`src/rtl/rgb_led_pwm_ctrl.sv`:
```
// Avalon-MM controlled PWM driver for NUM_LEDS RGB LEDs with frame-synchronous duty shadowing.
// Optional blink feature is compiled in with `define RGB_LED_PWM_BLINK_EN.
module rgb_led_pwm_ctrl #(
  parameter int NUM_LEDS = 4,
  parameter int PWM_BITS = 8,
  localparam int ADDR_W = $clog2(NUM_LEDS + 4)
) (
  input  logic                  clk,
  input  logic                  reset_n,
  input  logic [ADDR_W-1:0]     avs_address,
  input  logic                  avs_write,
  input  logic                  avs_read,
  input  logic [31:0]           avs_writedata,
  output logic [31:0]           avs_readdata,
  output logic [3*NUM_LEDS-1:0] led_out
);

  localparam int DW = 3 * PWM_BITS;

  logic [1:0]            ctrl_q, ctrl_d;
  logic [15:0]           prescale_q, prescale_d;
  logic [15:0]           pre_cnt_q, pre_cnt_d;
  logic [PWM_BITS-1:0]   pwm_cnt_q, pwm_cnt_d;
  logic [15:0]           frame_cnt_q, frame_cnt_d;
  logic [DW-1:0]         shadow_q [NUM_LEDS];
  logic [DW-1:0]         shadow_d [NUM_LEDS];
  logic [DW-1:0]         active_q [NUM_LEDS];
  logic [DW-1:0]         active_d [NUM_LEDS];
  logic [3*NUM_LEDS-1:0] raw;
  logic [3*NUM_LEDS-1:0] led_q, led_d;
  logic [31:0]           rdata_q, rdata_d;
  logic [31:0]           reg_rd;
  logic [31:0]           blink_rd;
  logic                  blink_phase;
  logic [NUM_LEDS-1:0]   blink_kill;
  logic                  en, tick, frame_end, prescale_wr;
  logic                  unused_wdata;

  assign unused_wdata = ^avs_writedata;

  assign en          = ctrl_q[0];
  assign prescale_wr = avs_write && (avs_address == ADDR_W'(1));
  assign tick        = en && (pre_cnt_q == prescale_q);
  assign frame_end   = tick && (pwm_cnt_q == '1);

  function automatic logic chan_on(input logic [PWM_BITS-1:0] duty,
                                   input logic [PWM_BITS-1:0] cnt);
    if (duty == '1) return 1'b1;
    if (duty == '0) return 1'b0;
    return cnt < duty;
  endfunction

  always_comb begin
    ctrl_d      = ctrl_q;
    prescale_d  = prescale_q;
    pre_cnt_d   = pre_cnt_q;
    pwm_cnt_d   = pwm_cnt_q;
    frame_cnt_d = frame_cnt_q;
    if (avs_write && (avs_address == ADDR_W'(0))) ctrl_d = avs_writedata[1:0];
    if (prescale_wr) prescale_d = avs_writedata[15:0];
    if (!en || prescale_wr || tick) pre_cnt_d = '0;
    else                            pre_cnt_d = pre_cnt_q + 16'd1;
    if (!en)       pwm_cnt_d = '0;
    else if (tick) pwm_cnt_d = pwm_cnt_q + 1'b1;
    if (frame_end) frame_cnt_d = frame_cnt_q + 16'd1;
  end

  // Shadow takes the write this cycle, so a write on the boundary lands in the new frame.
  always_comb begin
    for (int i = 0; i < NUM_LEDS; i++) begin
      shadow_d[i] = shadow_q[i];
      if (avs_write && (avs_address == ADDR_W'(i + 4))) shadow_d[i] = avs_writedata[DW-1:0];
      active_d[i] = frame_end ? shadow_d[i] : active_q[i];
    end
  end

  always_comb begin
    raw = '0;
    for (int i = 0; i < NUM_LEDS; i++) begin
      for (int c = 0; c < 3; c++) begin
        raw[3*i+c] = en && !blink_kill[i] &&
                     chan_on(active_q[i][c*PWM_BITS +: PWM_BITS], pwm_cnt_q);
      end
    end
    led_d = raw ^ {3*NUM_LEDS{ctrl_q[1]}};
  end

  always_comb begin
    reg_rd = '0;
    if (avs_address == ADDR_W'(0))      reg_rd[1:0]  = ctrl_q;
    else if (avs_address == ADDR_W'(1)) reg_rd[15:0] = prescale_q;
    else if (avs_address == ADDR_W'(2)) reg_rd       = blink_rd;
    else if (avs_address == ADDR_W'(3)) reg_rd[16:0] = {blink_phase, frame_cnt_q};
    else begin
      for (int i = 0; i < NUM_LEDS; i++) begin
        if (avs_address == ADDR_W'(i + 4)) reg_rd[DW-1:0] = shadow_q[i];
      end
    end
    rdata_d = avs_read ? reg_rd : rdata_q;
  end

  always_ff @(posedge clk or negedge reset_n) begin
    if (!reset_n) begin
      ctrl_q      <= '0;
      prescale_q  <= '0;
      pre_cnt_q   <= '0;
      pwm_cnt_q   <= '0;
      frame_cnt_q <= '0;
      led_q       <= '0;
      rdata_q     <= '0;
      for (int i = 0; i < NUM_LEDS; i++) begin
        shadow_q[i] <= '0;
        active_q[i] <= '0;
      end
    end else begin
      ctrl_q      <= ctrl_d;
      prescale_q  <= prescale_d;
      pre_cnt_q   <= pre_cnt_d;
      pwm_cnt_q   <= pwm_cnt_d;
      frame_cnt_q <= frame_cnt_d;
      led_q       <= led_d;
      rdata_q     <= rdata_d;
      for (int i = 0; i < NUM_LEDS; i++) begin
        shadow_q[i] <= shadow_d[i];
        active_q[i] <= active_d[i];
      end
    end
  end

`ifdef RGB_LED_PWM_BLINK_EN
  logic [15:0] blink_period_q, blink_period_d;
  logic [15:0] blink_mask_q, blink_mask_d;
  logic [15:0] blink_cnt_q, blink_cnt_d;
  logic        blink_phase_q, blink_phase_d;
  logic        unused_mask;

  assign unused_mask = ^blink_mask_q;
  assign blink_rd    = {blink_mask_q, blink_period_q};
  assign blink_phase = blink_phase_q;

  always_comb begin
    blink_period_d = blink_period_q;
    blink_mask_d   = blink_mask_q;
    blink_cnt_d    = blink_cnt_q;
    blink_phase_d  = blink_phase_q;
    if (avs_write && (avs_address == ADDR_W'(2))) begin
      blink_period_d = avs_writedata[15:0];
      blink_mask_d   = avs_writedata[31:16];
    end
    // >= keeps a shortened period from running the counter all the way round.
    if (frame_end) begin
      if (blink_cnt_q >= blink_period_q) begin
        blink_cnt_d   = '0;
        blink_phase_d = !blink_phase_q;
      end else begin
        blink_cnt_d = blink_cnt_q + 16'd1;
      end
    end
    for (int i = 0; i < NUM_LEDS; i++) blink_kill[i] = blink_phase_q && blink_mask_q[i];
  end

  always_ff @(posedge clk or negedge reset_n) begin
    if (!reset_n) begin
      blink_period_q <= '0;
      blink_mask_q   <= '0;
      blink_cnt_q    <= '0;
      blink_phase_q  <= 1'b0;
    end else begin
      blink_period_q <= blink_period_d;
      blink_mask_q   <= blink_mask_d;
      blink_cnt_q    <= blink_cnt_d;
      blink_phase_q  <= blink_phase_d;
    end
  end
`else
  assign blink_rd    = '0;
  assign blink_phase = 1'b0;
  assign blink_kill  = '0;
`endif

  assign avs_readdata = rdata_q;
  assign led_out      = led_q;

endmodule

```
`config.mk`:
```
export PLATFORM = sky130hd
export DESIGN_NAME = rgb_led_pwm_ctrl
export DESIGN_NICKNAME = d
export VERILOG_FILES = /design/src/rtl/rgb_led_pwm_ctrl.sv
export SDC_FILE = /design/constraint.sdc
export NUM_CORES = 1
export LEC_CHECK = 0
export ABC_AREA = 1
export BUFFER_PORTS_ARGS = -buffer_cell sky130_fd_sc_hd__buf_2
export CAP_MARGIN = 20
export CORE_AREA = 2 2 173 175
export CTS_BUF_LIST = sky130_fd_sc_hd__clkbuf_8 sky130_fd_sc_hd__clkbuf_16
export DETAILED_ROUTE_END_ITERATION = 10
export DIE_AREA = 0 0 175 177
export PLACE_DENSITY_LB_ADDON = 0.3
export SLEW_MARGIN = 20
export SYNTH_ARGS = -nofsm -noshare
export SYNTH_HDL_FRONTEND = slang
export SYNTH_SLANG_ARGS = --single-unit
export TNS_END_PERCENT = 30
```
`constraint.sdc`:
```
create_clock -name clk -period 2.7 [get_ports clk]
set_clock_uncertainty 0.1 [all_clocks]
set_input_delay 0 -clock clk [delete_from_list [all_inputs] [get_ports clk]]
set_output_delay 0 -clock clk [all_outputs]
set_load 0.01 [all_outputs]
```
# ---- After elaboration in Yosys (flattened, before gate mapping)
# Cells that the tools add are included.
dict set report totals {
  reg_bits 294
  out_inout_bits 44
  word_cells 191
}
dict set report classes {
  addsub 3
  order_cmp 12
  eq_ne 22
  n_mux 102
  bitwise 1
  n_reduce_logical 36
}
# op n
set op_table {}
lappend op_table {{24-bit two-way mux} 9}
lappend op_table {{8-bit == test, second input constant} 13}
lappend op_table {{8-bit zero test} 12}
lappend op_table {{8-bit less-than comparator} 12}
lappend op_table {{1-bit two-way mux} 84}
lappend op_table {{16-bit by 1-bit adder with 16-bit output, second input constant} 2}
lappend op_table {{16-bit two-way mux} 2}
lappend op_table {{30-bit two-way mux} 1}
lappend op_table {{8-bit two-way mux} 3}
lappend op_table {{1-bit logical AND} 20}
lappend op_table {{17-bit two-way mux} 1}
lappend op_table {{16-bit == test} 1}
lappend op_table {{3-bit == test, second input constant} 4}
lappend op_table {{12-bit bitwise XOR} 1}
lappend op_table {{8-bit by 1-bit adder with 8-bit output, second input constant} 1}
lappend op_table {{7-bit two-way mux} 1}
lappend op_table {{3-bit by 2-bit == test with 1-bit output, second input constant} 2}
lappend op_table {{3-bit by 1-bit == test with 1-bit output, second input constant} 1}
lappend op_table {{3-bit zero test} 1}
lappend op_table {{1-bit logical OR} 2}
lappend op_table {{2-bit two-way mux} 1}
lappend op_table {{2-bit by 1-bit != test with 1-bit output, second input constant} 1}
lappend op_table {{1-bit zero test} 1}

# ---- Logic depth before layout (Yosys ltp)
dict set report depth {
  word_depth 9
  ltp_mapped 14
  mapped_depth_nobuf 12
}

# ---- Least setup slack after synthesis
# Ideal clock, no wire load.
dict set report synth_path {
  path_type {register to register}
  from {reg pwm_cnt_q[1]}
  to {reg frame_cnt_q[2]}
  arrival_time_ns 1.916
  t_required_ns 2.483
  setup_slack_ns 0.566
  path_stages_with_launch 11
  n_path_buf 2
  period_less_slack_ns 2.134
  path_cell_list {dfrtp_1 -> ha_1 -> nand3_1 -> nor3_1 -> nand2_1 -> nor2_2 -> nand3_2 -> buf_2 -> buf_6 -> nand2_1 -> nand2_1}
}
dict set report synth_between {
  elab_chain_len 2
}
# item line
set synth_rtl {}
lappend synth_rtl {{from (decl)} 23} ;# logic [PWM_BITS-1:0] pwm_cnt_q, pwm_cnt_d;
lappend synth_rtl {{from (signal assigned)} 119} ;# pwm_cnt_q <= pwm_cnt_d;
lappend synth_rtl {{8-bit == test} 44} ;# assign frame_end = tick && (pwm_cnt_q == '1);
lappend synth_rtl {{1-bit logical AND} 44}
lappend synth_rtl {{to (signal assigned)} 120} ;# frame_cnt_q <= frame_cnt_d;
lappend synth_rtl {{to (decl)} 24} ;# logic [15:0] frame_cnt_q, frame_cnt_d;
# No other way between the ends.
# A chain may end at the register's enable or synchronous reset.

# ---- Worst setup path after layout
dict set report layout_path {
  from {reg prescale_q[14]}
  to {reg active_q[28] (netlist bit)}
}
dict set report layout_between {
  elab_chain_len 3
}
# item line
set layout_rtl {}
lappend layout_rtl {{from (decl)} 21} ;# logic [15:0] prescale_q, prescale_d;
lappend layout_rtl {{from (signal assigned)} 117} ;# prescale_q <= prescale_d;
lappend layout_rtl {{16-bit == test} 43} ;# assign tick = en && (pre_cnt_q == prescale_q);
lappend layout_rtl {{1-bit logical AND} 43}
lappend layout_rtl {{1-bit logical AND} 44}
lappend layout_rtl {{to (signal, indexed assignment)} 125} ;# active_q[i] <= active_d[i];
lappend layout_rtl {{to (decl)} 27} ;# logic [DW-1:0] active_q [NUM_LEDS];
# No other way between the ends.

==> results.py <==
metrics = {
    "finish": {
        "seqCellArea_mm2": 0.007161,
        "num-nets-final": 2281,
        "utilization": 0.6171,
        "diodes": 0,
        "fill_cells": 2603,
        "layout-drive-gt1-share": 0.08544,
        "syn_to_final_growth_pct": 13.83,
        "multi_input_area_mm2": 0.007422,
    },
    "timing": {
        "slew_headroom": 0.2945,
        "fmax_mhz": 440.9,
        "worstMarginPinSlew_ns": 1.057,
        "fin_crit_sh": 0.8400,
        "rsz0062_at_grt": "false",
        "setup_viol": 0,
        "fin_setup_tns_ns": 0,
        "fin_crit_ns": 2.268,
        "whs_ns": -0.01562,
        "maxSlewViolCount": 0,
        "hold_viol_final": 12,
    },
    "logic_synthesis": {
        "synth_area_per_cell_um2": 7.629,
        "async_flop_share": 1.000,
        "ys_warn_count": 0,
        "synth-seq-area-share": 0.4514,
        "syn-cell-area_mm2": 0.01585,
        "syn_inst": 2078,
        "synth-edff-count": 0,
        "yosys-top-cells-count": "nand2_1, dfrtp_1, inv_1",
        "ys_ff_latch": 286,
        "yosysMostFrequentCell": "nand2_1",
        "ys.flop_type": "dfrtp_1",
        "ys_types": 31,
        "ys_top_cells_by_area": "dfrtp_1, nand2_1, ha_1",
        "synth.largest_area_cell": "dfrtp_1",
        "yosysTopAreaCellShare": 0.4514,
    },
    "critical_path": {
        "rr_worst_depth": 12,
        "endpoint_kind": "register",
        "path_max_fanout": 64,
        "arrival_ns": 2.61,
        "r2r_slack_ns": 0.43,
        "worstSetupPathType": "reg -> reg",
        "r2r_start": "prescale_q[14]$_DFFE_PN0P_",
        "critPathLaunchType": "register",
        "crit_required_ns": 3.04,
        "r2r-end": "active_q[28]$_DFFE_PN0P_",
    },
    "routing": {
        "drt_wl_total_mm": 45.21,
        "dr_total_vias": 14380,
        "vias_per_cell": 5.600,
        "drt_iter0_drc": 1423,
        "first_pass_iters": 5,
        "drc": 0,
        "ant_nets": 0,
        "routedWlPerCell_um": 17.61,
    },
    "floorplanning": {
        "rows": 63,
        "pin_count": 83,
        "coreArea_mm2": 0.02924,
        "dieHeight_um": 177,
        "dieArea_mm2": 0.03098,
        "start_util": 0.5421,
        "die_x_um": 175,
    },
    "global_route": {
        "overflow": 0,
        "antenna_found_initial": 0,
        "grt_pass1_wl_mm": 74.05,
        "grtUsageTotal": 0.3001,
        "grt_max_degree": 85,
        "grt_pass1_vias": 14020,
    },
    "clock_network": {
        "clkTransAtPathRegs_ns": 0.07,
        "htree_levels": 1,
        "cts_setup_buffers": 0,
        "cts_root_buffer": "clkbuf_16",
        "insertion_delay_ns": 0.56,
        "tritoncts": "built",
        "cts.sinks": 286,
        "cts_made_buffers": 31,
        "cts_buffer_depth": 3,
    },
    "pwr": {
        "p_leak_nw": 10.08,
        "power.density_mw_per_mm2": 620.6,
        "ir_drop_v": 0.0005317,
    },
    "placed_design": {
        "port_buffers": 66,
        "finalWeightedCongestion": 0.8740,
        "dp_hpwl_mm": 30.42,
    },
    "outcome": {
        "violations": "hold timing",
        "status": "finished, violations left",
    },
    "hold_path": {
        "hold_path_class": "in -> async",
    },
    "flow_run": {
        "cap_viol_max_count": 0,
    },
}
==> power breakdown <==
| group | switching (mW) | internal (mW) |
|---|---|---|
| sequential | 0.280 | 4.72 |
| clock | 1.79 | 2.96 |
| combinational | 0.993 | 0.462 |
==> per-stage QoR <==
step                instances  hold WS (ns)  cell area [um2]  worst slack, ns  power [mW]
floorplan                2085       -0.3956            15880           0.5664       5.851
global route             2567       0.01604            18050           0.2457       11.64
CTS                      2567      0.001680            18050           0.4471       11.22
detailed placement       2481      -0.09286            16580           0.4719       6.448
global placement         2481      -0.09301            16580           0.5306       6.411
finish                   2567      -0.01562            18050           0.4320       11.20
==> worst max-delay path, stage by stage, from the launching register on <==
cell     delay [ns]
dfrtp_1        0.42
inv_1          0.06
nand2_1        0.05
nand2_1        0.05
nor2_1         0.09
inv_1          0.05
nor2_1         0.15
nand2_1        0.13
nor2_4         0.32
nand3_4        0.11
buf_4          0.36
nand2_1        0.16
nand2_1        0.07
==> how the worst max path moves through the flow <==
stage / depth (start not counted) / start / slack, ns / to
detailed placement: 12 / prescale_q[14]$_DFFE_PN0P_ / 0.47 / active_q[31]$_DFFE_PN0P_
CTS: 12 / prescale_q[14]$_DFFE_PN0P_ / 0.45 / active_q[28]$_DFFE_PN0P_
global placement: 7 / pwm_cnt_q[4]$_DFFE_PN0P_ / 0.53 / active_q[38]$_DFFE_PN0P_
global route: 12 / pre_cnt_q[2]$_DFF_PN0_ / 0.25 / active_q[31]$_DFFE_PN0P_
finish: 12 / prescale_q[14]$_DFFE_PN0P_ / 0.43 / active_q[28]$_DFFE_PN0P_
floorplan: 10 / pwm_cnt_q[1]$_DFFE_PN0P_ / 0.57 / frame_cnt_q[2]$_DFFE_PN0P_
==> placed cells by master (no fill, tap or decap), types with 2 or more instances in the layout <==
master,instances
a21oi_1,61
a221oi_1,7
buf_12,5
buf_2,65
buf_4,41
bufinv_16,8
clkbuf_16,31
clkbuf_8,4
clkinv_2,4
conb_1,8
dfrtp_1,285
dlygate4sd3_1,30
ha_1,87
inv_1,203
inv_2,5
nand2_1,766
nand3_1,67
nand3b_1,2
nand4_1,137
nor2_1,134
nor2_2,3
nor2_4,3
nor3_1,19
nor4_1,18
o21a_1,12
o21ai_0,91
o21ai_1,25
o221ai_1,2
or2_2,10
xnor2_1,13
xor2_1,22
==> registers in the layout (all words and copies together) (netlist names) <==
name / count
led_out: 12
pwm_cnt_q: 8
avs_readdata: 24
prescale_q: 16
frame_cnt_q: 16
pre_cnt_q: 16
ctrl_q: 2
active_q: 96
shadow_q: 96
==> cell type report <==
class,count,share of cell area
clock buffer,35,0.04604
clock inverter,20,0.01699
inverter,203,0.04222
timing repair buffer,143,0.05963
sequential,286,0.3968
multi-input combinational,1490,0.4113
tap,390,0.02704
==> cell families after synthesis <==
family / after synthesis / share of synthesized area
other: 1 / 0.0002365
AO/OA/AOI/OAI: 200 / 0.06756
buffers and inverters: 309 / 0.08334
adder cells (fa/ha/maj): 87 / 0.06866
flip-flops: 286 / 0.4514
XOR/XNOR: 35 / 0.01934
AND/OR/NAND/NOR: 1160 / 0.3094
==> routing by layer <==
metal	wire length [um]	vias up	track usage
li1	-	6877	-
met1	19070	6797	0.4055
met2	20990	583	0.4885
met3	3312	119	0.04317
met4	1840	0	0.1233
met5	0	-	0
==> timing repair <==
item / 4_1_cts / 5_1_grt
hold buffers: 31 / 0
hold endpoints to repair: 493 / 0
gates resized for setup: 0 / 0
Power figures use the tool's default switching activity.
